### config.mk
export PLATFORM = sky130hd
export DESIGN_NAME = reservation_station
export DESIGN_NICKNAME = d
export VERILOG_FILES = /design/src/rtl/reservation_station.sv
export SDC_FILE = /design/constraint.sdc
export NUM_CORES = 1
export LEC_CHECK = 0
export CAP_MARGIN = 20
export CELL_PAD_IN_SITES_DETAIL_PLACEMENT = 1
export CELL_PAD_IN_SITES_GLOBAL_PLACEMENT = 1
export CORE_ASPECT_RATIO = 0.9
export CORE_MARGIN = 4
export CORE_UTILIZATION = 45
export DETAILED_ROUTE_END_ITERATION = 10
export HOLD_SLACK_MARGIN = 0.1
export PLACE_DENSITY = 0.83
export SLEW_MARGIN = 15
export SYNTH_ARGS = -nofsm -noshare
export SYNTH_HDL_FRONTEND = slang
export SYNTH_SLANG_ARGS = --single-unit
### constraint.sdc
create_clock -name clk -period 3.3 [get_ports clk]
set_input_delay 0.825 -clock clk [delete_from_list [all_inputs] [get_ports clk]]
set_output_delay 0.825 -clock clk [all_outputs]
set_load 0.02 [all_outputs]
### src/rtl/reservation_station.sv
// Reservation station: holds dispatched instructions until all source operands
// are resolved (at allocation, by bypass, or by result-bus snoop), then issues in index order.

module rs_entry #(
    parameter int RS_ID_WIDTH   = 5,
    parameter int OPERANDS      = 2,
    parameter int OPERAND_WIDTH = 32,
    parameter int CONTROL_WIDTH = 16
) (
    input  logic                              clk,
    input  logic                              rst,
    input  logic                              alloc_i,
    input  logic                              free_i,
    input  logic [CONTROL_WIDTH-1:0]          ctrl_i,
    input  logic [OPERANDS-1:0]               op_valid_i,
    input  logic [OPERANDS*RS_ID_WIDTH-1:0]   op_tag_i,
    input  logic [OPERANDS*OPERAND_WIDTH-1:0] op_value_i,
    input  logic                              result_valid_i,
    input  logic [RS_ID_WIDTH-1:0]            result_rs_id_i,
    input  logic [OPERAND_WIDTH-1:0]          result_value_i,
    output logic                              busy_o,
    output logic                              eligible_o,
    output logic [CONTROL_WIDTH-1:0]          ctrl_o,
    output logic [OPERANDS*OPERAND_WIDTH-1:0] value_o
);
    logic                                         busy_q, busy_d;
    logic [OPERANDS-1:0]                          valid_q, valid_d;
    logic [CONTROL_WIDTH-1:0]                     ctrl_q, ctrl_d;
    logic [OPERANDS-1:0][RS_ID_WIDTH-1:0]         tag_q, tag_d;
    logic [OPERANDS-1:0][OPERAND_WIDTH-1:0]       value_q, value_d;

    always_comb begin
        busy_d  = busy_q;
        valid_d = valid_q;
        ctrl_d  = ctrl_q;
        tag_d   = tag_q;
        value_d = value_q;
        if (alloc_i) begin
            busy_d = 1'b1;
            ctrl_d = ctrl_i;
            for (int j = 0; j < OPERANDS; j++) begin
                tag_d[j] = op_tag_i[j*RS_ID_WIDTH +: RS_ID_WIDTH];
                if (op_valid_i[j]) begin
                    valid_d[j] = 1'b1;
                    value_d[j] = op_value_i[j*OPERAND_WIDTH +: OPERAND_WIDTH];
                end else if (result_valid_i && tag_d[j] == result_rs_id_i) begin
                    // Producer completes in the allocation cycle: capture it now or it is lost.
                    valid_d[j] = 1'b1;
                    value_d[j] = result_value_i;
                end else begin
                    valid_d[j] = 1'b0;
                    value_d[j] = '0;
                end
            end
        end else begin
            for (int j = 0; j < OPERANDS; j++) begin
                if (busy_q && !valid_q[j] && result_valid_i && tag_q[j] == result_rs_id_i) begin
                    valid_d[j] = 1'b1;
                    value_d[j] = result_value_i;
                end
            end
            if (free_i) begin
                busy_d  = 1'b0;
                valid_d = '0;
            end
        end
    end

    always_ff @(posedge clk) begin
        if (rst) begin
            busy_q  <= 1'b0;
            valid_q <= '0;
        end else begin
            busy_q  <= busy_d;
            valid_q <= valid_d;
        end
    end

    always_ff @(posedge clk) begin
        ctrl_q  <= ctrl_d;
        tag_q   <= tag_d;
        value_q <= value_d;
    end

    assign busy_o     = busy_q;
    assign eligible_o = busy_q && (&valid_q);
    assign ctrl_o     = ctrl_q;
    assign value_o    = value_q;
endmodule

module reservation_station #(
    parameter int RS_ID_WIDTH   = 5,
    parameter int RS_OFFSET     = 0,
    parameter int RS_DEPTH      = 4,
    parameter int OPERANDS      = 2,
    parameter int OPERAND_WIDTH = 32,
    parameter int CONTROL_WIDTH = 16
) (
    input  logic                              clk,
    input  logic                              rst,
    input  logic                              input_valid,
    output logic                              input_ready,
    input  logic [CONTROL_WIDTH-1:0]          input_control,
    input  logic [OPERANDS-1:0]               input_op_valid,
    input  logic [OPERANDS*RS_ID_WIDTH-1:0]   input_op_tag,
    input  logic [OPERANDS*OPERAND_WIDTH-1:0] input_op_value,
    output logic [RS_ID_WIDTH-1:0]            rs_id,
    input  logic                              result_valid,
    input  logic [RS_ID_WIDTH-1:0]            result_rs_id,
    input  logic [OPERAND_WIDTH-1:0]          result_value,
    output logic                              issue_valid,
    input  logic                              issue_ready,
    output logic [CONTROL_WIDTH-1:0]          issue_control,
    output logic [OPERANDS*OPERAND_WIDTH-1:0] issue_value,
    output logic [RS_ID_WIDTH-1:0]            issue_rs_id
);
    localparam int IDX_W = (RS_DEPTH > 1) ? $clog2(RS_DEPTH) : 1;

    logic [RS_DEPTH-1:0]                              busy, eligible, alloc_vec, free_vec;
    logic [RS_DEPTH-1:0][CONTROL_WIDTH-1:0]           ent_ctrl;
    logic [RS_DEPTH-1:0][OPERANDS*OPERAND_WIDTH-1:0]  ent_value;

    logic             free_any, elig_any, sel_valid;
    logic [IDX_W-1:0] free_idx, elig_idx, sel_idx;
    logic             lock_q, lock_d;
    logic [IDX_W-1:0] lock_idx_q, lock_idx_d;

    for (genvar k = 0; k < RS_DEPTH; k++) begin : g_entry
        rs_entry #(
            .RS_ID_WIDTH  (RS_ID_WIDTH),
            .OPERANDS     (OPERANDS),
            .OPERAND_WIDTH(OPERAND_WIDTH),
            .CONTROL_WIDTH(CONTROL_WIDTH)
        ) u_entry (
            .clk           (clk),
            .rst           (rst),
            .alloc_i       (alloc_vec[k]),
            .free_i        (free_vec[k]),
            .ctrl_i        (input_control),
            .op_valid_i    (input_op_valid),
            .op_tag_i      (input_op_tag),
            .op_value_i    (input_op_value),
            .result_valid_i(result_valid),
            .result_rs_id_i(result_rs_id),
            .result_value_i(result_value),
            .busy_o        (busy[k]),
            .eligible_o    (eligible[k]),
            .ctrl_o        (ent_ctrl[k]),
            .value_o       (ent_value[k])
        );
    end

    // Descending scans so the lowest matching index wins.
    always_comb begin
        free_any = 1'b0;
        free_idx = '0;
        elig_any = 1'b0;
        elig_idx = '0;
        for (int i = RS_DEPTH - 1; i >= 0; i--) begin
            if (!busy[i]) begin
                free_any = 1'b1;
                free_idx = IDX_W'(i);
            end
            if (eligible[i]) begin
                elig_any = 1'b1;
                elig_idx = IDX_W'(i);
            end
        end
    end

    assign sel_idx   = lock_q ? lock_idx_q : elig_idx;
    assign sel_valid = !rst && (lock_q || elig_any);

    always_comb begin
        alloc_vec = '0;
        free_vec  = '0;
        for (int i = 0; i < RS_DEPTH; i++) begin
            alloc_vec[i] = input_valid && free_any && (free_idx == IDX_W'(i));
            free_vec[i]  = sel_valid && issue_ready && (sel_idx == IDX_W'(i));
        end
    end

    always_comb begin
        lock_d     = lock_q;
        lock_idx_d = lock_idx_q;
        if (sel_valid && !issue_ready) begin
            lock_d     = 1'b1;
            lock_idx_d = sel_idx;
        end else if (sel_valid && issue_ready) begin
            lock_d = 1'b0;
        end
    end

    always_ff @(posedge clk) begin
        if (rst) begin
            lock_q     <= 1'b0;
            lock_idx_q <= '0;
        end else begin
            lock_q     <= lock_d;
            lock_idx_q <= lock_idx_d;
        end
    end

    assign input_ready   = rst || free_any;
    assign rs_id         = (rst || free_any) ?
                           RS_ID_WIDTH'(RS_OFFSET) + (rst ? '0 : RS_ID_WIDTH'(free_idx)) : '0;
    assign issue_valid   = sel_valid;
    assign issue_control = sel_valid ? ent_ctrl[sel_idx] : '0;
    assign issue_value   = sel_valid ? ent_value[sel_idx] : '0;
    assign issue_rs_id   = sel_valid ? RS_ID_WIDTH'(RS_OFFSET) + RS_ID_WIDTH'(sel_idx) : '0;
endmodule

Word level (Yosys, flattened, before mapping):

Cells that the tools add are included.

* order comparisons: 1
* equal/unequal tests: 16
* mux-type cells: 72
* reductions and logical operators: 81

Operator list (number)
* two-way mux 32 bit: 12
* two-way mux 64 bit: 6
* binary-select mux 64 bit (select 2 bit): 1
* equality test 5 bit: 10
* logical AND 1 bit: 42
* two-way mux 2 bit: 20
* binary-select mux 16 bit (select 2 bit): 1
* two-way mux 16 bit: 2
* two-way mux 1 bit: 30
* nonzero test 2 bit: 13
* nonzero test 3 bit: 8
* zero test 1 bit: 10
* equality test 2 bit, second input constant: 4
* AND reduction 2 bit: 4
* equality test 2 x 1 -> 1 bit, second input constant: 2
* zero test 2 bit: 2
* < comparator 2 x 3 -> 1 bit, second input constant: 1
* logical OR 1 bit: 2

* register bits after elaboration: 375
* logic and storage cells: 204

Logic depth before layout (Yosys ltp):

* word-level depth: 12
* gate-level depth with buffers: 8
* depth with buffers taken out: 5

Hierarchy:

Synthesis repeated with hierarchy kept, for this count alone.

* cell total of the unflattened synthesis: 1219
* area total of the unflattened synthesis: 18230.0 sq um

By module, submodules not included
* rs_entry: instances 4, cells each 223, area each 3888.7 sq um, sequential area each 2762.6 sq um
* reservation_station: instances 1, cells each 327, area each 2675.1 sq um, sequential area each 60.1 sq um

Least setup slack after synthesis:

No wires, ideal clock.

* kind: in2reg
* start point: input input_valid
* end point: register g_entry[2].u_entry.value_q (netlist bit g_entry[2].u_entry.value_o[0]), enable pin
* setup time: 375 ps
* arrival: 2416 ps
* data required time: 2925 ps
* path slack: 510 ps
* stages on the path: 4
* path buffers: 0
* cell sequence: nand3_1 -> or2_2 -> inv_1 -> or2_2

* longest elaborated chain between the ends: 3

RTL lines
* start, declared: RTL line 101 `input logic input_valid,`
* logical AND 1 bit (2 in series): RTL line 178 `alloc_vec[i] = input_valid && free_any && (free_idx == IDX_W'(i));`
* named net g_entry[2].u_entry.alloc_i: RTL line 12 `input logic alloc_i,`
* nonzero test 2 bit (no line)
* end signal, assigned: RTL line 82 `value_q <= value_d;`
* end, declared: RTL line 30 `logic [OPERANDS-1:0][OPERAND_WIDTH-1:0] value_q, value_d;`

The timed path passes the listed nets, and every way through them passes these cells.
A chain may end at the register's enable or synchronous reset.

Worst setup path after layout:

* start point: register g_entry[2].u_entry.valid_q[1]
* end point: output issue_value[52]

* longest elaborated chain between the ends: 9
* elaborated cells on any way between the ends: 14

RTL lines
* start, declared: RTL line 27 `logic [OPERANDS-1:0] valid_q, valid_d;`
* start signal, assigned: RTL line 75 `valid_q <= valid_d;`
* AND reduction 2 bit (*): RTL line 86 `assign eligible_o = busy_q && (&valid_q);`
* logical AND 1 bit (*): RTL line 86
* two-way mux 2 bit (3 in series): RTL line 164 `if (eligible[i]) begin`
* two-way mux 2 bit: RTL line 171 `assign sel_idx = lock_q ? lock_idx_q : elig_idx;`
* binary-select mux 64 bit (select 2 bit): RTL line 209 `assign issue_value = sel_valid ? ent_value[sel_idx] : '0;`
* two-way mux 64 bit (not written as such): RTL line 209
* two-way mux 64 bit (*): RTL line 209
* end, declared: RTL line 114 `output logic [OPERANDS*OPERAND_WIDTH-1:0] issue_value,`

Every way passes the cells marked *; elsewhere a longest branch is shown, timed or not. The select of a mux whose other input is x is not followed.

==> impl_results.md <==
* Netlist cell types at 45
* Logic pwr share at 0.091
* Largest net degree at the start of global routing at 33
* Share of cells above drive strength 1 at 0.3192
* Row cnt at 67
* CTS Buffer Depth at 3
* Max Fclk at 288.6 MHz
* Total power at 10.90 mW
* Die width at 212.9 um
* Power Density at 468.0 mW/mm^2
* Fin. Hold Viols at 0
* Slew Limit Fails at 0
* Synthesized area at 0.01701 sq mm
* Initial antenna violation count at 8
* H-tree levels at 2
* Drt drc at 0
* Sequential share of power at 0.504
* Failing checks: negative setup slack
* Total gr overflow at 0
* Final Cell Area at 0.02329 sq mm
* Via Count at 13340
* Area delta synth->final at 36.92%
* Setup violations, final at 74
* I/O Buffers at 219
* Internal at 8.394 mW
* Ys Warns at 0
* CORE AREA at 0.03730 sq mm
* Seq/Total Area, Yosys at 0.6533
* Filler cells at 3356
* Dpl cell area at 0.02039 sq mm
* Data required, critical path at 2.47 ns
* Clock slew at reported path FFs at 0.06 ns
* Crit-path max FO at 8
* Detailed Route Iter0 Violations at 1480
* WL/cell at 32.07 um
* Switching share of total power at 0.2297
* Detailed placement HPWL at 37.12 mm
* First-pass GRT wire length at 88.39 mm
* Sw power at 2.503 mW
* Initial core utilization at 0.4559
* Clock Tree Root: clkbuf_16
* Most common cell after layout, fill and taps aside: edfxtp_1
* Post-route setup slack at -0.1647 ns
* Cells after Synth at 1204
* Max-slew headroom at 0.5293
* Hold Crit Class: reg2reg
* # Max-Cap Violations at 0
* Dominant synthesized flop cell: edfxtp_1
* Clock power frac at 0.405
* Worst-Margin Slew at 0.6996 ns
* RSZ-0062 raised after global routing: yes
* TritonCTS Buffers at 41
* DIE AREA at 0.04097 sq mm
* #FFs+latches synth at 375
* Post-Syn Area per Cell at 14.13 sq um
* Period utilisation layout at 1.050
* DRT antenna net count at 0
* Clock Latency Late Sink at 0.55 ns
* I/O pin cnt at 226
* Die Ht at 192.4 um
* CP Launch Type: flip-flop
* Post-Route WL at 64.07 mm
* CTS tree: built
* Crit. End Element: primary output
* Setup Crit Path Kind: reg2out
* EDFF count, synth at 360
* P_leak at 8.443 nW
* Period minus WS final at 3.465 ns
* Status: finished, violations left
* Vias in the first global route at 14000
* DRT Pass-1 Iters at 5
* Asr flop ratio synth at 0
* Final nets at 1613
* Commonest cells after routing, fill and taps aside: edfxtp_1, a22o_1, clkdlybuf4s50_1, a22oi_2, buf_4
* GP Congestion at 0.8318
* Global Route Usage Sum at 0.2891
* Vias per Instance at 6.675
* Worst Clk Skew at 0.03044 ns
* Worst EP arrival at 2.64 ns
* Hold Buf Count CTS at 0
* VDD IR-drop max at 0.0003167 V
* CTS Sinks at 375
power groups by stage:
stage                     Sequential [mW]  Combinational (mW)  Clock (mW)
final                                5.49               0.996        4.41
after global routing                 5.50                1.04        4.68
after CTS                            5.47               0.945        4.43
after detailed placement             5.57               0.927           0
after global placement               5.55               0.882           0
after floorplan                      5.55               0.476           0
synthesized netlist by cell type, types with 2 or more instances:
| cell | count | area [sq um] |
|---|---|---|
| a211oi_1 | 3 | 22.52 |
| a21oi_1 | 86 | 430.4 |
| a22o_1 | 256 | 2242 |
| a22oi_1 | 150 | 1126 |
| a22oi_2 | 11 | 137.6 |
| a31o_2 | 3 | 26.28 |
| and2_1 | 10 | 62.56 |
| buf_1 | 36 | 135.1 |
| buf_2 | 57 | 285.3 |
| buf_4 | 13 | 97.59 |
| buf_6 | 8 | 90.09 |
| clkbuf_1 | 30 | 112.6 |
| dfxtp_1 | 15 | 300.3 |
| edfxtp_1 | 360 | 10810 |
| inv_1 | 4 | 15.01 |
| nand2_1 | 20 | 75.07 |
| nand2b_1 | 9 | 56.30 |
| nand3_1 | 5 | 25.02 |
| nand3_2 | 2 | 20.02 |
| nand4_1 | 8 | 50.05 |
| nand4b_1 | 2 | 17.52 |
| nor2_1 | 14 | 52.55 |
| nor4_1 | 10 | 62.56 |
| o211a_1 | 2 | 20.02 |
| o211ai_1 | 3 | 22.52 |
| o21a_1 | 2 | 15.01 |
| o22ai_1 | 3 | 18.77 |
| o32ai_1 | 6 | 52.55 |
| or2_2 | 11 | 68.82 |
| or2b_1 | 2 | 15.01 |
| xnor2_1 | 34 | 297.8 |
| xor2_1 | 16 | 140.1 |
flip-flops by register name, summed over array words and instances (netlist names):
register and cells:
g_entry.u_entry.value_o 256, g_entry.u_entry.busy_o 4, g_entry.u_entry.tag_q 40, g_entry.u_entry.ctrl_o 64, lock_q 1, lock_idx_q 2
g_entry.u_entry.valid_q 8
routing by layer:
layer / global-route usage / vias to the layer above / wire length [um] / part of all wire
met1: 0.3678 / 6874 / 23790 / 0.37
met3: 0.06421 / 136 / 6182 / 0.096
li1: - / 5469 / - / -
met2: 0.4876 / 847 / 32490 / 0.51
met5: 0 / - / 59 / 0.00092
met4: 0.1080 / 10 / 1558 / 0.024
worst paths after layout:
kind	cells after the start	slack [ns]	to	startpoint
min reg2reg	2	0.57	lock_idx_q[0]$_SDFFE_PP0P_	lock_idx_q[0]$_SDFFE_PP0P_
max reg2reg	7	1.01	g_entry[3].u_entry.value_o[34]$_DFFE_PP_	g_entry[0].u_entry.busy_o$_SDFFE_PP0P_
min	2	0.57	lock_idx_q[0]$_SDFFE_PP0P_	lock_idx_q[0]$_SDFFE_PP0P_
max	9	-0.16	issue_value[52]	g_entry[2].u_entry.valid_q[1]$_SDFFE_PP0P_
critical path: stages (launching register included):
cell	delay, ns
dfxtp_2	0.32
and3_4	0.20
o211a_4	0.26
a221oi_4	0.29
buf_4	0.19
buf_12	0.16
buf_12	0.15
a22oi_2	0.09
a21oi_1	0.22
buf_4	0.19
final cells by class:
type	instances	area (sq um)	area share
Antenna cell	5	12.51	0.0005373
Clock buffer	48	1095	0.04702
Clock inverter	26	175.2	0.007522
Inverter	6	22.52	0.0009672
Multi-Input combinational cell	684	5947	0.2554
Sequential cell	375	11120	0.4777
Tap cell	483	604.3	0.02595
Timing Repair Buffer	371	4307	0.1849
cell families after synthesis:
kind of cell	after synthesis	share of synthesized area
simple gates	98	0.03208
other cells	1	0.0002205
compound gates	530	0.2450
xor+xnor	50	0.02575
buf+inv	150	0.04370
flops	375	0.6533
metrics by stage:
stage	setup slack, ns	cells	hold slack, ns	utilization	setup TNS [ns]
floorplan	0.5095	1209	0.5038	-	0
global placement	-0.2842	1864	0.5245	0.5466	-11.60
finish	-0.1647	1998	0.5732	0.6242	-4.455
CTS	-0.09109	1967	0.5712	0.5922	-1.853
detailed placement	-0.2933	1864	0.5632	0.5466	-12.63
global route	-0.2114	1996	0.6355	0.6241	-8.978
what timing repair did:
action,CTS,global route
pin swaps,24,94
gates cloned,7,8
resized for setup,423,221
endpoints found under the setup margin,84,82
setup buffers,22,22
(Power assumes the default switching activity.)
